`src/rtl/fifo_drain.sv`:
```
`default_nettype none
// ============================================================================
// Module      : fifo_drain
// Description : Pops a burst of len words from an upstream FIFO that has a
//               one-cycle read latency. The words are forwarded on a
//               valid/ready stream through a two-entry in-order holding
//               buffer. m_last marks the final word of the burst, and done
//               pulses one cycle after that word is accepted.
// Revision    : 1.0 - initial release
// ============================================================================
module fifo_drain #(
    parameter int WIDTH = 32,
    parameter int LEN_W = 8
) (
    input  logic             clk,
    input  logic             rst,
    input  logic             start,
    input  logic [LEN_W-1:0] len,
    output logic             busy,
    output logic             done,
    input  logic             fifo_empty,
    output logic             fifo_rd_en,
    input  logic [WIDTH-1:0] fifo_data,
    output logic             m_valid,
    input  logic             m_ready,
    output logic [WIDTH-1:0] m_data,
    output logic             m_last
);

    localparam logic [0:0] S_IDLE = 1'b0;
    localparam logic [0:0] S_RUN  = 1'b1;

    logic [0:0]       r_state;
    logic [LEN_W-1:0] r_issue_cnt;
    logic [LEN_W-1:0] r_out_cnt;
    logic [1:0]       r_occ;
    logic             r_inflight;
    logic [WIDTH-1:0] r_buf0;        // head entry
    logic [WIDTH-1:0] r_buf1;        // second entry, zero unless occ == 2
    logic             r_done;

    logic             w_run;
    logic             w_pop;
    logic             w_cap;
    logic [2:0]       w_level;
    logic             w_rd_en;

    // Read gating: a word is issued only when the buffer still has room for
    // it after counting words already held, the word in flight, and the word
    // leaving this cycle. This makes buffer overflow impossible.
    always_comb begin
        w_run   = (r_state == S_RUN);
        w_pop   = (r_occ != 2'd0) && m_ready;
        w_cap   = r_inflight;
        w_level = {1'b0, r_occ} + {2'b00, r_inflight} - {2'b00, w_pop};
        w_rd_en = w_run && (r_issue_cnt != '0) && !fifo_empty && (w_level < 3'd2);
    end

    assign busy       = w_run;
    assign done       = r_done;
    assign fifo_rd_en = w_rd_en;
    assign m_valid    = (r_occ != 2'd0);
    assign m_data     = r_buf0;
    assign m_last     = (r_occ != 2'd0) && (r_out_cnt == {{(LEN_W-1){1'b0}}, 1'b1});

    // Burst control: accept a request in IDLE, count issued and delivered words
    // in RUN, and return to IDLE on delivery of the last word.
    always_ff @(posedge clk or posedge rst) begin
        if (rst) begin
            r_state     <= S_IDLE;
            r_issue_cnt <= '0;
            r_out_cnt   <= '0;
            r_done      <= 1'b0;
        end else begin
            r_done <= 1'b0;
            if (r_state == S_IDLE) begin
                if (start) begin
                    if (len != '0) begin
                        r_issue_cnt <= len;
                        r_out_cnt   <= len;
                        r_state     <= S_RUN;
                    end else begin
                        r_done <= 1'b1;
                    end
                end
            end else begin
                if (w_rd_en) begin
                    r_issue_cnt <= r_issue_cnt - 1'b1;
                end
                if (w_pop) begin
                    r_out_cnt <= r_out_cnt - 1'b1;
                    if (r_out_cnt == {{(LEN_W-1){1'b0}}, 1'b1}) begin
                        r_state <= S_IDLE;
                        r_done  <= 1'b1;
                    end
                end
            end
        end
    end

    // Read-latency tracker: the FIFO returns data the cycle after a pop.
    always_ff @(posedge clk or posedge rst) begin
        if (rst) begin
            r_inflight <= 1'b0;
        end else begin
            r_inflight <= w_rd_en;
        end
    end

    // Holding buffer: capture returning words in order and shift toward the
    // head on each pop. A freed entry is zeroed so m_data reads 0 when empty.
    always_ff @(posedge clk or posedge rst) begin
        if (rst) begin
            r_occ  <= 2'd0;
            r_buf0 <= '0;
            r_buf1 <= '0;
        end else begin
            case ({w_cap, w_pop})
                2'b10: begin
                    if (r_occ == 2'd0) begin
                        r_buf0 <= fifo_data;
                    end else begin
                        r_buf1 <= fifo_data;
                    end
                    r_occ <= r_occ + 2'd1;
                end
                2'b01: begin
                    r_buf0 <= r_buf1;
                    r_buf1 <= '0;
                    r_occ  <= r_occ - 2'd1;
                end
                2'b11: begin
                    if (r_occ == 2'd1) begin
                        r_buf0 <= fifo_data;
                    end else begin
                        r_buf0 <= r_buf1;
                        r_buf1 <= fifo_data;
                    end
                end
                default: begin
                    r_occ <= r_occ;
                end
            endcase
        end
    end

endmodule
`default_nettype wire

```
`config.mk`:
```
export PLATFORM = sky130hd
export DESIGN_NAME = fifo_drain
export DESIGN_NICKNAME = d
export VERILOG_FILES = /design/src/rtl/fifo_drain.sv
export SDC_FILE = /design/constraint.sdc
export NUM_CORES = 1
export LEC_CHECK = 0
export CORE_MARGIN = 5
export CORE_UTILIZATION = 42
export DETAILED_ROUTE_END_ITERATION = 6
export MAX_ROUTING_LAYER = met4
export PLACE_DENSITY = 0.7
export SLEW_MARGIN = 20
export SYNTH_ARGS = -nofsm -noshare
export SYNTH_HDL_FRONTEND = slang
export SYNTH_SLANG_ARGS = --single-unit
```
`constraint.sdc`:
```
create_clock -name clk -period 7.33 [get_ports clk]
set_input_delay 1.466 -clock clk [delete_from_list [all_inputs] [get_ports clk]]
set_output_delay 1.466 -clock clk [all_outputs]
set_load 0.01 [all_outputs]
```
**After elaboration in Yosys (flattened, before gate mapping)**

Cells that the tools add are included.

- Register bits: 85
- Output and inout port bits: 37
- Word-level logic and storage cells: 66
- Input bits: 45

- Mux-type cells: 23
- Add/subtract/negate cells: 6
- Order comparisons: 1
- Equality and inequality tests: 10
- Reductions and logical operators: 18

Operators with widths:

| cell | number |
|---|---|
| 32-bit case mux with 3 select lines | 2 |
| 32-bit two-way mux | 4 |
| 8-bit two-way mux | 6 |
| 8-bit nonzero test | 2 |
| 8-bit by 1-bit subtractor with 8-bit output (second input constant) | 2 |
| 1-bit two-way mux | 10 |
| 3-bit AND reduction | 3 |
| 8-bit by 1-bit equality test with 1-bit output (second input constant) | 1 |
| 2-bit nonzero test | 4 |
| 2-bit inequality test (second input constant) | 3 |
| 1-bit logical AND | 5 |
| 2-bit by 1-bit equality test with 1-bit output (second input constant) | 2 |
| 2-bit equality test (second input constant) | 2 |
| 2-bit by 1-bit inequality test with 1-bit output (second input constant) | 2 |
| 2-bit case mux with 2 select lines | 1 |
| 2-bit by 1-bit adder with 3-bit output | 1 |
| 3-bit by 2-bit < comparator with 1-bit output (second input constant) | 1 |
| 3-bit nonzero test | 1 |
| 3-bit by 1-bit subtractor with 3-bit output | 1 |
| 2-bit by 1-bit adder with 2-bit output (second input constant) | 1 |
| 2-bit logical NOT | 1 |
| 2-bit AND reduction | 1 |
| 2-bit by 1-bit subtractor with 2-bit output (second input constant) | 1 |
| 1-bit logical NOT | 1 |

**Depth between registers and ports, before layout**

Gate-level depths: netlist of run 1.

- Word-level depth: 7
- Depth in mapped cells: 13
- Mapped depth without buffers: 12

**Worst setup path after synthesis of run 1**

Ideal clock, no wire load.

- Path type: input -> output
- Start: input port m_ready
- End: output port fifo_rd_en
- Arrival: 3.173 ns
- Setup slack: 2.691 ns
- Buffers on the path: 1
- Stages: 9
- Cells stage by stage: nor2b_1 > buf_2 > inv_2 > ha_1 > nand2_1 > fa_1 > xnor2_2 > nand4b_2 > nor2_2

- Cells in the longest elaborated chain, start to end: 4

RTL lines:

| item | RTL line | RTL |
|---|---|---|
| start: declaration | 25 | `input logic m_ready,` |
| 1-bit logical AND | 53 | `w_pop = (r_occ != 2'd0) && m_ready;` |
| 3-bit by 1-bit subtractor with 3-bit output | 55 | `w_level = {1'b0, r_occ} + {2'b00, r_inflight} - {2'b00, w_pop};` |
| 3-bit by 2-bit < comparator with 1-bit output | 56 | `w_rd_en = w_run && (r_issue_cnt != '0) && !fifo_empty && (w_level < 3'd2);` |
| 1-bit logical AND | 56 |  |
| end: declaration | 22 | `output logic fifo_rd_en,` |

No other way between the ends.

**Worst setup path in the final report of run 1**

Same ends and word-level chain as after synthesis.

==> results of run 1 <==
[worst reg2reg max path, stage by stage, from the launching register on]
cell	delay, ps
dfrtp_1	460
inv_1	90
ha_1	270
nor2b_1	570
inv_2	230
ha_1	420
nand2_1	80
fa_1	410
xnor2_2	180
nand4b_2	190
o22a_2	290
o21bai_1	180
a221oi_1	300
[per-stage QoR]
stage | area (µm²) | power, µW | util, % | hold slack [ps] | std cells
final | 5246 | 2099 | 54.43 | 487.3 | 665
after global routing | 5246 | 2277 | 54.43 | 515.8 | 665
after CTS | 5243 | 2129 | 54.39 | 490.7 | 665
after detailed placement | 5022 | 1753 | 52.10 | 471.0 | 650
after global placement | 5022 | 1715 | 52.10 | 462.3 | 650
after floorplan | 4105 | 1379 | - | 450.7 | 458
[cell usage after synthesis, drive strengths merged (2+ instances only)]
cell	instances
nor2	18
ha	8
inv	14
nand3	6
nor4b	2
xnor2	2
nor4	4
o22ai	4
a22oi	32
nand2b	4
mux2i	3
buf	15
nor3	4
nand2	147
o31ai	2
nor2b	3
dfrtp	85
and2	2
a21oi	20
o221a	2
o211ai	2
o21ai	44
clkbuf	12
a21bo	2
[power breakdown]
group,internal [µW],total [µW],leakage (µW),switching (µW)
sequential,677,823,0.00104,146
clock,194,369,0.000108,175
combinational,430,907,0.00119,476
[final cells by class]
type | instances | area (µm²)
fillers | 914 | 4393
flip-flops and latches | 85 | 2127
multi-input cells | 332 | 1827
repair buffers | 86 | 852.1
well taps | 133 | 166.4
clock buffers | 9 | 123.9
clock inverters | 6 | 96.34
inverters | 14 | 53.80
[layer usage]
metal | global-route usage [%] | wire length (µm)
met1 | 23.74 | 4320
met2 | 27.15 | 4809
met3 | 3.730 | 452
met4 | 5.140 | 71
met5 | - | 0
[logic make-up (layout without fill, tap and decap cells)]
| group | Yosys count | in the layout | synth area share [%] |
|---|---|---|---|
| AOI/OAI and AO/OA | 118 | 118 | 18.23 |
| and+or+nand+nor | 199 | 199 | 21.00 |
| buffers and inverters | 41 | 115 | 4.480 |
| DFF | 85 | 85 | 51.81 |
| adders and majority gates | 9 | 9 | 2.926 |
| xor gates and xnor gates | 3 | 3 | 0.8231 |
| muxes | 3 | 3 | 0.7315 |
[flip-flops by register name, summed over array words and instances (netlist names)]
register and count:
m_data 32, r_buf1 32, r_issue_cnt 8, r_out_cnt 8
r_occ 2, busy 1, done 1, r_inflight 1
[final timing paths]
path,depth (start not counted),end
min in group asynchronous,3,r_inflight$_DFF_PP0_
setup reg to reg,12,r_issue_cnt[5]$_DFFE_PP0P_
max in group asynchronous,3,r_out_cnt[7]$_DFFE_PP0P_
setup / recovery,10,fifo_rd_en
hold / removal,2,r_buf1[28]$_DFFE_PP0P_
hold reg to reg,2,r_buf1[28]$_DFFE_PP0P_
==> flow_summary_export.csv, run 1 <==
group,metric,value,unit
yosys,syn_avg_cell_area,8.963,µm²
placement,pre_cts_slack,1010,ps
setup_path,cp_max_fo,8,
cells_and_area,final_common_cell,"nand2_1",
sta,timing.final.ws_setup,1027,ps
yosys,synth.top_cells.by_area,"dfrtp_1 52%, nand2_1 13%, a22oi_1 5.9%",
routing,drt_wl_total,9.654,mm
cells_and_area,final_cell_mix,"146 x nand2_1, 85 x dfrtp_1, 81 x clkdlybuf4s50_1",
cells_and_area,antenna_cells,0,
floorplan,ios,82,
routing,wl_per_cell,14.52,µm
setup_path,end_kind,"output pin",
floorplan,rows,36,
yosys,syn_inst,458,
floorplan,die_area,11850,µm²
run_status,status,"finished clean",
routing,viasPerCell,5.152,
setup_path,crit_start,"m_ready",
floorplan,die_h,108.9,µm
clock_network,clkTransAtPathRegs,80,ps
sta,maxSlewHeadroom,35.30,%
placement,gp_congestion,0.8191,
sta,fmax,0.1587,GHz
global_routing,track_usage,17.69,%
setup_path,crit_path_frequent_cell,"clkdlybuf4s50_1",
cells_and_area,nNetsFinal,582,
global_routing,grt_max_degree,86,
floorplan,fp.dieW,108.9,µm
setup_path,crit_chain,"clkdlybuf4s50_1 -> nor2b_1 -> inv_2 -> ha_1 -> nand2_1 -> fa_1 -> xnor2_2 -> nand4b_2 -> nor2_2 -> clkdlybuf4s50_1",
sta,fin_crit_sh,85.99,%
cells_and_area,drive_above_1_share,6.579,%
setup_path,startpoint_type,"input pin",
yosys,synth_top_cell_area_share,51.81,%
clock_network,root_buffer,"clkbuf_8",
clock_network,cts_made_buffers,9,
yosys,ys_types,54,
global_routing,grt_overflow_total,0,
sta,setup_violations,0,
sta,worst_pin_slew,968.3,ps
sta,drv_slew,0,
setup_path,crit_type,"in2out",
setup_path,crit_family,"buffers and inverters",
setup_path,critical-path-slowest-cell,"clkdlybuf4s50_1",
routing,num_vias,3426,
clock_network,clock_latency,350,ps
global_routing,antenna_found_initial,0,
setup_path,r2r_start,"r_occ[1]$_DFFE_PP0N_",
yosys,ys_warn_count,0,
global_routing,grt_pass1_vias,3315,
pwr,powerDensity,400.1,nW/µm²
yosys,ys_seq_area_share,51.81,%
placement,portBuffers,81,
pwr,irDropWorstVdd,0.2026,mV
sta,rsz0062_at_grt,"no",
setup_path,crit_buf_inv,3,
min_path,hp-class,"reg2reg",
clock_network,cts_resized,0,
sta,period_minus_slack,6303,ps
yosys,synth-edff-count,0,
run,cap_viol_max_count,0,
yosys,synthesis.nets,512,
clock_network,cts_setup_buffers,0,
clock_network,cts.sinks,85,
routing,antenna_left,0,
sta,hold_viol,0,
clock_network,cts_hold_buf,0,
sta,finClkSkew,8.007,ps
clock_network,cts_tree,"done",
floorplan,core_area,9639,µm²
yosys,syn-cell-area,4105,µm²
global_routing,grt_pass1_wl,16.15,mm
clock_network,htree_levels,3,
routing,post-route-drc-count,0,
routing,drt-initial-drc-count,202,
setup_path,reg2reg_slack,3560,ps
setup_path,arrival,4840,ps
setup_path,cpPeakStageDelay,580,ps
sta,finalSetupTns,0,ps
yosys,postSynth.asyncResetShare,100.0,%
cells_and_area,syn2layout_area_growth,27.80,%
pwr,p_leak,0.002337,µW
setup_path,required,5860,ps
placement,dp_hpwl,6.574,mm
yosys,ys.flop_type,"dfrtp_1",
routing,dr.pass1.iters,4,
floorplan,initial_core_util,42.59,%
min_path,worstHoldStart,"r_buf1[28]$_DFFE_PP0P_",
yosys,yosys.area.top_type,"dfrtp_1",
yosys,synth-seq-cells,85,
clock_network,clockBufferDepth,2,
(Power assumes the default switching activity.)
==> run 2: changes to the inputs <==
--- a/config.mk
+++ b/config.mk
@@ -10,6 +10,7 @@
 export DETAILED_ROUTE_END_ITERATION = 6
 export MAX_ROUTING_LAYER = met4
 export PLACE_DENSITY = 0.7
+export SKIP_CTS_REPAIR_TIMING = 1
 export SLEW_MARGIN = 20
 export SYNTH_ARGS = -nofsm -noshare
 export SYNTH_HDL_FRONTEND = slang
==> constraint.sdc (replaced) <==
create_clock -name clk -period 7.33 [get_ports clk]
set_input_delay 1.466 -clock clk [delete_from_list [all_inputs] [get_ports clk]]
set_output_delay 1.466 -clock clk [all_outputs]
set_load 0.05 [all_outputs]
==> run 2 against run 1 <==
- final area decreased by 0.31%
- sequential power barely moved
- count of clock-buffer cells in the layout did not move
- worst hold slack worse by 2.6 ps
- utilization fell by 0.17 points
- first-iteration DRC count down 14%
- critical endpoint unchanged
- highest routed layer unchanged
==> flow_summary_export.csv, run 2 (synthesis results as in run 1) <==
group,metric,value,unit
run_status,status,"finished clean",
clock_network,cts_tree,"done",
routing,wl_per_cell,14.47,µm
routing,drt_wl_total,9.635,mm
setup_path,r2r_start,"r_occ[1]$_DFFE_PP0N_",
cells_and_area,antenna_cells,0,
global_routing,grt_max_degree,86,
setup_path,startpoint_type,"input pin",
sta,drv_slew,0,
routing,antenna_left,0,
run,cap_viol_max_count,0,
routing,drt-initial-drc-count,173,
setup_path,crit_start,"m_ready",
global_routing,grt_overflow_total,0,
floorplan,initial_core_util,42.59,%
sta,finalSetupTns,0,ps
sta,finClkSkew,13.53,ps
floorplan,fp.dieW,108.9,µm
routing,dr.pass1.iters,4,
placement,dp_hpwl,6.532,mm
clock_network,htree_levels,3,
clock_network,cts.sinks,85,
sta,rsz0062_at_grt,"no",
cells_and_area,drive_above_1_share,6.754,%
placement,gp_congestion,0.8301,
placement,portBuffers,81,
sta,maxSlewHeadroom,34.95,%
sta,hold_viol,0,
clock_network,root_buffer,"clkbuf_8",
pwr,intPower,1268,µW
floorplan,die_area,11850,µm²
pwr,powerDensity,450.8,nW/µm²
min_path,holdPathStages,2,
routing,num_vias,3466,
pwr,p_leak,0.002330,µW
setup_path,reg2reg_slack,3940,ps
sta,period_minus_slack,6152,ps
pwr,p_sw_share,46.23,%
floorplan,die_h,108.9,µm
pwr,p_seq_share,34.9,%
cells_and_area,finalInstanceArea,5230,µm²
setup_path,rr_endpoint,"r_issue_cnt[5]$_DFFE_PP0P_",
global_routing,track_usage,17.75,%
clock_network,cts_made_buffers,9,
cells_and_area,finalCoreUtilization,54.26,%
clock_network,clockBufferDepth,2,
setup_path,cp_max_fo,8,
cells_and_area,syn2layout_area_growth,27.40,%
floorplan,ios,82,
setup_path,r2r_cells,13,
routing,viasPerCell,5.204,
global_routing,grt_pass1_wl,16.38,mm
sta,setup_violations,0,
global_routing,grt_pass1_vias,3371,
clock_network,clkTransAtPathRegs,80,ps
global_routing,gr-usage-met1,23.10,%
floorplan,core_area,9639,µm²
setup_path,arrival,4690,ps
floorplan,rows,36,
global_routing,use_met3,2.960,%
setup_path,end_kind,"output pin",
min_path,hold_path_end,"r_buf1[28]$_DFFE_PP0P_",
min_path,hp-class,"reg2reg",
cells_and_area,final_cell_mix,"146 x nand2_1, 85 x dfrtp_1, 81 x clkdlybuf4s50_1",
min_path,worstHoldStart,"r_buf1[28]$_DFFE_PP0P_",
cells_and_area,nNetsFinal,583,
pwr,switchingPower,1090,µW
cells_and_area,fill_cells,882,
pwr,clockPowerShare,14.0,%
cells_and_area,final_common_cell,"nand2_1",
sta,fin_crit_sh,83.93,%
setup_path,required,5860,ps
sta,worst_pin_slew,973.6,ps
clock_network,clock_latency,350,ps
pwr,comb_power_share,51.1,%
global_routing,antenna_found_initial,0,
pwr,irDropWorstVdd,0.2489,mV
global_routing,busiest_layer,"met2",
routing,post-route-drc-count,0,
cells_and_area,multi_input_area,1827,µm²
cells_and_area,regArea,2127,µm²
placement,post_dp_cell_area,5030,µm²
setup_path,crit_type,"in2out",
sta,fmax,0.1626,GHz
global_routing,grt_use_met2,28.73,%
[run 2: changes by cell type in the layout (fill, tap and decap cells not counted)]
cell	previous run	this run
buf_4	4	5
clkinv_4	1	3
bufinv_16	2	1
inv_8	1	0
[run 2: power by group through the flow]
stage / sequential [µW] / combinational (µW) / clock (µW)
after floorplan: 1110 / 557 / 0
after global placement: 824 / 1190 / 0
after detailed placement: 831 / 1220 / 0
after CTS: 823 / 1220 / 342
after global routing: 853 / 1330 / 362
final: 822 / 1210 / 331
[run 2: final cells by class]
| type | count | share of cell area (%) |
|---|---|---|
| Sequential cell | 85 | 40.67 |
| Clock buffer | 9 | 2.368 |
| Clock inverter | 6 | 1.388 |
| Inverter | 14 | 1.029 |
| Multi-Input combinational cell | 332 | 34.93 |
| Tap cell | 133 | 3.182 |
| Timing Repair Buffer | 87 | 16.44 |
[run 2: how the worst max path moves through the flow]
| stage | endpoint | slack [ps] | depth (start not counted) |
|---|---|---|---|
| after floorplan | fifo_rd_en | 2400 | 9 |
| after global placement | fifo_rd_en | 1230 | 11 |
| after detailed placement | fifo_rd_en | 1170 | 11 |
| after CTS | fifo_rd_en | 1160 | 11 |
| after global routing | fifo_rd_en | 910 | 11 |
| final | fifo_rd_en | 1180 | 11 |
[run 2: worst max-delay path: stages]
cell and delay, ps:
clkdlybuf4s50_1 460, nor2b_1 120, buf_4 180, inv_2 110, ha_1 360, nand2_1 80
fa_1 410, xnor2_2 180, nand4b_2 190, nor2_2 270, clkdlybuf4s50_1 850
[run 2: metal layers]
layer / routed length, µm / part of all wire, %
met1: 4316 / 45
met2: 4817 / 50
met3: 406 / 4.2
met4: 95 / 0.99
met5: 0 / 0
[run 2: stage by stage]
step                total power [µW]  hold slack, ps  setup slack [ps]  std cells
floorplan                       1669           450.7              2396        458
global placement                2010           461.9              1229        651
detailed placement              2050           471.2              1166        651
CTS                             2385           490.6              1160        666
global route                    2540           504.9             907.2        666
finish                          2358           484.7              1178        666
